`src/rtl/level_sense.sv`:
```
// level_sense: tank level classifier fed by three wet/dry probes.
// Each raw probe has its own debouncer (8-bit counter plus filtered bit). The
// filtered pattern {high,low,crit} is classified into CRIT/LOW/NORMAL/FULL/ERR
// every clock, and the flag outputs are registered alongside the state.
// Optional build macro: LEVEL_ERR_LATCH_EN -- when defined, ERR is sticky and
// is left only through reset. When undefined, ERR clears as soon as the
// filtered pattern becomes consistent again.
module level_sense #(
  parameter int DEB_CYCLES = 4
) (
  input  logic       clock,
  input  logic       reset,
  input  logic       p_crit,
  input  logic       p_low,
  input  logic       p_high,
  output logic       low,
  output logic       critico,
  output logic       full,
  output logic       err,
  output logic [2:0] level
);

  typedef enum logic [2:0] {
    ST_CRIT   = 3'b000,
    ST_LOW    = 3'b001,
    ST_NORMAL = 3'b010,
    ST_FULL   = 3'b011,
    ST_ERR    = 3'b100
  } state_t;

  // Terminal count: the DEB_CYCLES-th consecutive mismatching sample is the
  // one that is accepted.
  localparam logic [7:0] CNT_MAX = 8'(DEB_CYCLES - 1);

  // Bit order everywhere: [2]=high, [1]=low, [0]=crit.
  logic [2:0] raw;
  logic [2:0] filt;

  assign raw = {p_high, p_low, p_crit};

  genvar gi;
  generate
    for (gi = 0; gi < 3; gi++) begin : g_deb
      logic       filt_q;
      logic       filt_d;
      logic [7:0] cnt_q;
      logic [7:0] cnt_d;

      // Next-state: a matching sample restarts the count; a full run of
      // mismatches accepts the raw value.
      always_comb begin
        filt_d = filt_q;
        cnt_d  = 8'd0;
        if (raw[gi] != filt_q) begin
          if (cnt_q == CNT_MAX) begin
            filt_d = raw[gi];
          end else begin
            cnt_d = cnt_q + 8'd1;
          end
        end
      end

      // Debouncer registers; reset discards any partial count.
      always_ff @(posedge clock) begin
        if (reset) begin
          filt_q <= 1'b0;
          cnt_q  <= 8'd0;
        end else begin
          filt_q <= filt_d;
          cnt_q  <= cnt_d;
        end
      end

      assign filt[gi] = filt_q;
    end
  endgenerate

  state_t state_q;
  state_t state_d;
  logic   low_q;
  logic   low_d;
  logic   critico_q;
  logic   critico_d;
  logic   full_q;
  logic   full_d;
  logic   err_q;
  logic   err_d;

  // Classify the whole filtered pattern at once, so probes accepted together
  // never produce an intermediate state; flags are decoded from the next state.
  always_comb begin
    unique case (filt)
      3'b000:  state_d = ST_CRIT;
      3'b001:  state_d = ST_LOW;
      3'b011:  state_d = ST_NORMAL;
      3'b111:  state_d = ST_FULL;
      default: state_d = ST_ERR;
    endcase
`ifdef LEVEL_ERR_LATCH_EN
    if (state_q == ST_ERR) begin
      state_d = ST_ERR;
    end
`endif
    low_d     = 1'b0;
    critico_d = 1'b0;
    full_d    = 1'b0;
    err_d     = 1'b0;
    unique case (state_d)
      ST_CRIT: begin
        low_d     = 1'b1;
        critico_d = 1'b1;
      end
      ST_LOW:    low_d = 1'b1;
      ST_NORMAL: low_d = 1'b0;
      ST_FULL:   full_d = 1'b1;
      default: begin
        err_d     = 1'b1;
        critico_d = 1'b1;
      end
    endcase
  end

  // State register with registered flag outputs; reset lands in CRIT.
  always_ff @(posedge clock) begin
    if (reset) begin
      state_q   <= ST_CRIT;
      low_q     <= 1'b1;
      critico_q <= 1'b1;
      full_q    <= 1'b0;
      err_q     <= 1'b0;
    end else begin
      state_q   <= state_d;
      low_q     <= low_d;
      critico_q <= critico_d;
      full_q    <= full_d;
      err_q     <= err_d;
    end
  end

  assign low     = low_q;
  assign critico = critico_q;
  assign full    = full_q;
  assign err     = err_q;
  assign level   = state_q;

endmodule

```
`config.mk`:
```
export PLATFORM = sky130hd
export DESIGN_NAME = level_sense
export DESIGN_NICKNAME = d
export VERILOG_FILES = /design/src/rtl/level_sense.sv
export SDC_FILE = /design/constraint.sdc
export NUM_CORES = 1
export LEC_CHECK = 0
export CORE_MARGIN = 10
export CORE_UTILIZATION = 40
export CTS_CLUSTER_DIAMETER = 200
export CTS_CLUSTER_SIZE = 20
export DETAILED_ROUTE_END_ITERATION = 8
export HOLD_SLACK_MARGIN = 0.08
export PLACE_DENSITY_LB_ADDON = 0.3
export SETUP_SLACK_MARGIN = 0.5
export SLEW_MARGIN = 20
export SYNTH_ARGS = -nofsm -noshare
export SYNTH_HDL_FRONTEND = slang
export SYNTH_SLANG_ARGS = --single-unit
export TNS_END_PERCENT = 1
```
`constraint.sdc`:
```
create_clock -name clock -period 2 [get_ports clock]
set_input_delay 0.3 -clock clock [delete_from_list [all_inputs] [get_ports clock]]
set_output_delay 0.3 -clock clock [all_outputs]
set_load 0.05 [all_outputs]
```
# ---- Yosys cells after proc, flatten, opt, wreduce, memory -nomap -nowiden
# Index checks and enable logic that the tools add are counted.
dict set report totals {
  elab_cells 45
  output_inout_bits 7
  inputBits 5
  register_bits 34
}
dict set report op_classes {
  eq_ne 12
  addsub 3
  bitwise_logic 3
  reduce_logical 11
  mux 5
}
# operator n
set ops {}
lappend ops {{8-bit by 1-bit adder with 8-bit output, second input constant} 3}
lappend ops {{8-bit by 2-bit equality test with 1-bit output, second input constant} 3}
lappend ops {{3-bit case mux with 4 select lines} 1}
lappend ops {{3-bit OR reduction} 4}
lappend ops {{3-bit by 2-bit equality test with 1-bit output, second input constant} 3}
lappend ops {{3-bit by 1-bit equality test with 1-bit output, second input constant} 2}
lappend ops {{3-bit zero test} 2}
lappend ops {{2-bit AND reduction} 3}
lappend ops {{1-bit 2-to-1 mux} 4}
lappend ops {{4-bit OR reduction} 1}
lappend ops {{3-bit equality test, second input constant} 1}
lappend ops {{1-bit != test} 3}
lappend ops {{1-bit inverter} 3}
lappend ops {{2-bit OR reduction} 1}

# ---- Logic depth before layout (Yosys ltp)
dict set report logic_depth {
  ltp_word 5
  ltp_mapped 4
  mapped_depth_nobuf 4
}

# ---- Least setup slack after synthesis
# No wires, ideal clock.
dict set report synth_path {
  kind {register to register}
  startpoint {register g_deb[2].cnt_q[0]}
  endpoint {register g_deb[2].cnt_q[2]}
  path_stages_with_launch 5
  n_path_buf 0
  t_required_ps 1869
  setup_slack_ps 398
  period_less_slack_ps 1602
  t_arrival_ps 1471
  setup_time_ps 131
  path_cell_list {dfxtp_1 > ha_1 > or4b_1 > o211ai_1 > nor2_1}
}
dict set report synth_between {
  elab_chain_cells 2
  word_cells_on_any_way 3
  cone_classes {add/sub (1); eq/ne (1); reduce/logical (1)}
}
# item line
set synth_lines {}
lappend synth_lines {{start, declared} 46} ;# logic [7:0] cnt_q;
lappend synth_lines {{start signal, assigned} 70} ;# cnt_q <= cnt_d;
lappend synth_lines {{branches (longest 2 deep; another with 8-bit by 1-bit adder with 8-bit output)} -}
# Several ways; the timed one is not identified.
# A chain may end at the register's enable or synchronous reset.

# ---- Final worst setup path
dict set report layout_path {
  startpoint {register low_q, in the netlist low}
  endpoint {output low}
}
# item line
set layout_rtl {}
lappend layout_rtl {{start, declared} 80} ;# logic low_q;
lappend layout_rtl {{start signal, assigned} 133} ;# low_q <= low_d;
lappend layout_rtl {{end, declared} 16} ;# output logic low,
# No word-level cell between the ends.

==> run metrics <==
setup ws final 262 ps; Slew Viols, Final 0; Pint 0.890 mW; Yosys top cell area share 50.0%; asr flop ratio synth 0%; Synth Area in Adders 2.84%; Peak Freq 575 MHz; Die ar. 0.00600 sq mm; # H-tree levels 2; xor and xnor area share after synthesis 7.96%; fin crit period 1740 ps; number of distinct library cells after synthesis 23; Area Overhead vs Synth 19.8%; reg2reg setup slack 320 ps; CP max FO 1; Clock Path Buffers 2; period utilisation layout 86.9%; Critical Path End Type output pin; Hold Vio Cnt, Final 0; Sw Share 22.0%; clk root buf clkbuf_4; switching pwr 0.251 mW; Overall Global Routing Usage 8.55%; R2R Path End g_deb[0].filt_q; Max-Cap Viols 0; PwrDens 721 mW/mm^2; type of the most critical hold path reg -> reg; CP max stage cell clkdlybuf4s50_1; proportion of synthesized area in mux cells 0%; CP Class reg -> out; largest net degree at the start of global routing 11; hold path depth 1; Synth Area per Inst 9.04 sq um; Worst Path Required 1700 ps; Starting DRT DRC Count 35; die height 77.4 microns; leakage power 0.587 nW; routability cong. 0.772; Synth top cells by count 33 x dfxtp_1, 14 x a21oi_1, 14 x nor2_1, 13 x o21ai_0, 13 x or3_1; Synth Area in Compound Gates 12.9%; Die Wd 77.4 microns; WL/cell 11.8 microns; Crit path largest cell delay 790 ps; Placed Area 0.00151 sq mm; Reg clk slew, reported paths 100 ps; row cnt 20; Residual DRC 0; fill cell count 316; Setup TNS Final 0 ps; final count of negative-setup-slack endpoints 0; Worst R2R Start g_deb[0].cnt_q[0]; final WL 2.46 mm; hold slack 458 ps; antenna diode count 0; Post-Synth Simple-Gate Area 22.8%; Max-Slew Margin vs Limit 66.2%; Final Skew 13.1 ps; hpwl dp 1.90 mm; sequential area share after synthesis 50.0%; Tot Pwr 1.14 mW; EDFF count, synth 0; crit-path cells clkdlybuf4s50_1; post-synth top area cell dfxtp_1; antenna-violating nets left 0; Startpoint Class flip-flop; TritonRoute pass-1 iters 4; total clock sinks 33; RSZ-0062 raised after global routing yes; cell count after synthesis 146; CTS tree built; first-pass GRT wire length 4.20 mm; Clock power frac 36.7%; VDD IR max 258 uV; Logic pwr share 4.1%; initial antenna violation count 0; Largest delay share family, worst path buffers and inverters; CP bufs+invs 1; HP Start g_deb[1].cnt_q[0]; Yosys warning count 0; most common cell in the synthesized netlist dfxtp_1; initial core utilization 42.5%; Critical Path AT 1440 ps; number of I/O pins 12; end of the worst hold path g_deb[1].cnt_q[0]; Finished Cell Area 0.00158 sq mm; IO buf count 11; pre-CTS setup slack 303 ps; Worst-Margin Slew 506 ps; routed vias 1039; synth top area cells dfxtp_1 50%, or3_1 6.2%, a21oi_1 5.3%, xor2_1 5.3%, o21ai_0 4.9%; Avg Vias per Cell 4.97; fraction of layout cells with a size suffix above 1 12.1%; Post-Syn Nets 154; core area 0.00310 sq mm; total gr overflow 0; Most used DFF post-synth dfxtp_1; synthesized area 0.00132 sq mm; Clock Latency Late Sink 330 ps; synthesis-stage register bit count 33; main combinational cell family by area after synthesis simple AND/OR/NAND/NOR gates; Sequential Power Share 59.2%; CTS buffer count 5; Final nets 172; status complete, no violations; R2R cell count 4; vias in the first global route 965
[kinds of logic (layout without fill, tap and decap cells)]
| kind of cell | count (synthesis) | count (layout) |
|---|---|---|
| xor+xnor | 12 | 12 |
| simple gates | 56 | 56 |
| fa+ha+maj | 3 | 3 |
| compound gates | 31 | 31 |
| flops | 33 | 33 |
| buf+inv | 11 | 30 |
[repair_timing]
item,4_1_cts,5_1_grt
resized for setup,3,1
gates cloned,0,0
hold buffers,0,0
setup buffers,0,1
pin swaps,0,1
hold endpoints to repair,0,0
setup endpoints to repair,29,29
[power groups by stage]
stage | registers (mW) | clock network (mW) | logic, mW
after floorplan | 0.690 | 0 | 0.0258
after global placement | 0.690 | 0 | 0.0441
after detailed placement | 0.690 | 0 | 0.0460
after CTS | 0.675 | 0.434 | 0.0462
after global routing | 0.676 | 0.464 | 0.0531
final | 0.675 | 0.419 | 0.0472
[worst max-delay path by stage]
stage	startpoint	end	slack, ps	depth (start not counted)
floorplan	g_deb[0].cnt_q[0]	g_deb[0].filt_q	470	4
global placement	g_deb[1].cnt_q[0]	g_deb[1].cnt_q[2]	330	4
detailed placement	g_deb[1].cnt_q[0]	g_deb[1].cnt_q[5]	300	4
CTS	low	low	240	1
global route	low	low	210	1
finish	low	low	260	1
[through the flow]
step,utilization [%],cells
floorplan,-,146
global placement,48.5,200
detailed placement,48.5,200
CTS,50.6,208
global route,51.0,209
finish,51.0,209
[metal layers]
metal	GRT usage (%)	part of all wire (%)
met1	9.38	48
met3	3.69	5.2
met4	5.47	1.2
met5	0	0
met2	13.3	45
[flip-flops by register name, summed over array words and instances, names as in the netlist]
name          count
low               1
g_deb.cnt_q      24
level             3
g_deb.filt_q      3
critico           1
full              1
[placed cells by master (no fill, tap or decap), types with 2 or more instances in the layout]
cell              n
or4b_4            2
nand2_1           6
xnor2_1           4
o21ai_0          13
clkdlybuf4s50_1   7
or3_1            13
inv_1            10
and3_1            2
dfxtp_2           4
nand4_1           2
nand3_1          12
o211ai_1          2
clkbuf_8          2
nor2_1           14
dlygate4sd2_1     3
xor2_1            8
dfxtp_1          29
a21oi_1          14
clkbuf_4          5
[cell type report]
| class | instances | area [sq um] | area share [%] |
|---|---|---|---|
| multi-input cells | 102 | 637 | 40.3 |
| clock inverters | 1 | 5.00 | 0.316 |
| well taps | 44 | 55.1 | 3.48 |
| repair buffers | 12 | 116 | 7.36 |
| flip-flops and latches | 33 | 666 | 42.1 |
| clock buffers | 7 | 65.1 | 4.11 |
| inverters | 10 | 37.5 | 2.37 |
Power figures use the tool's default switching activity.
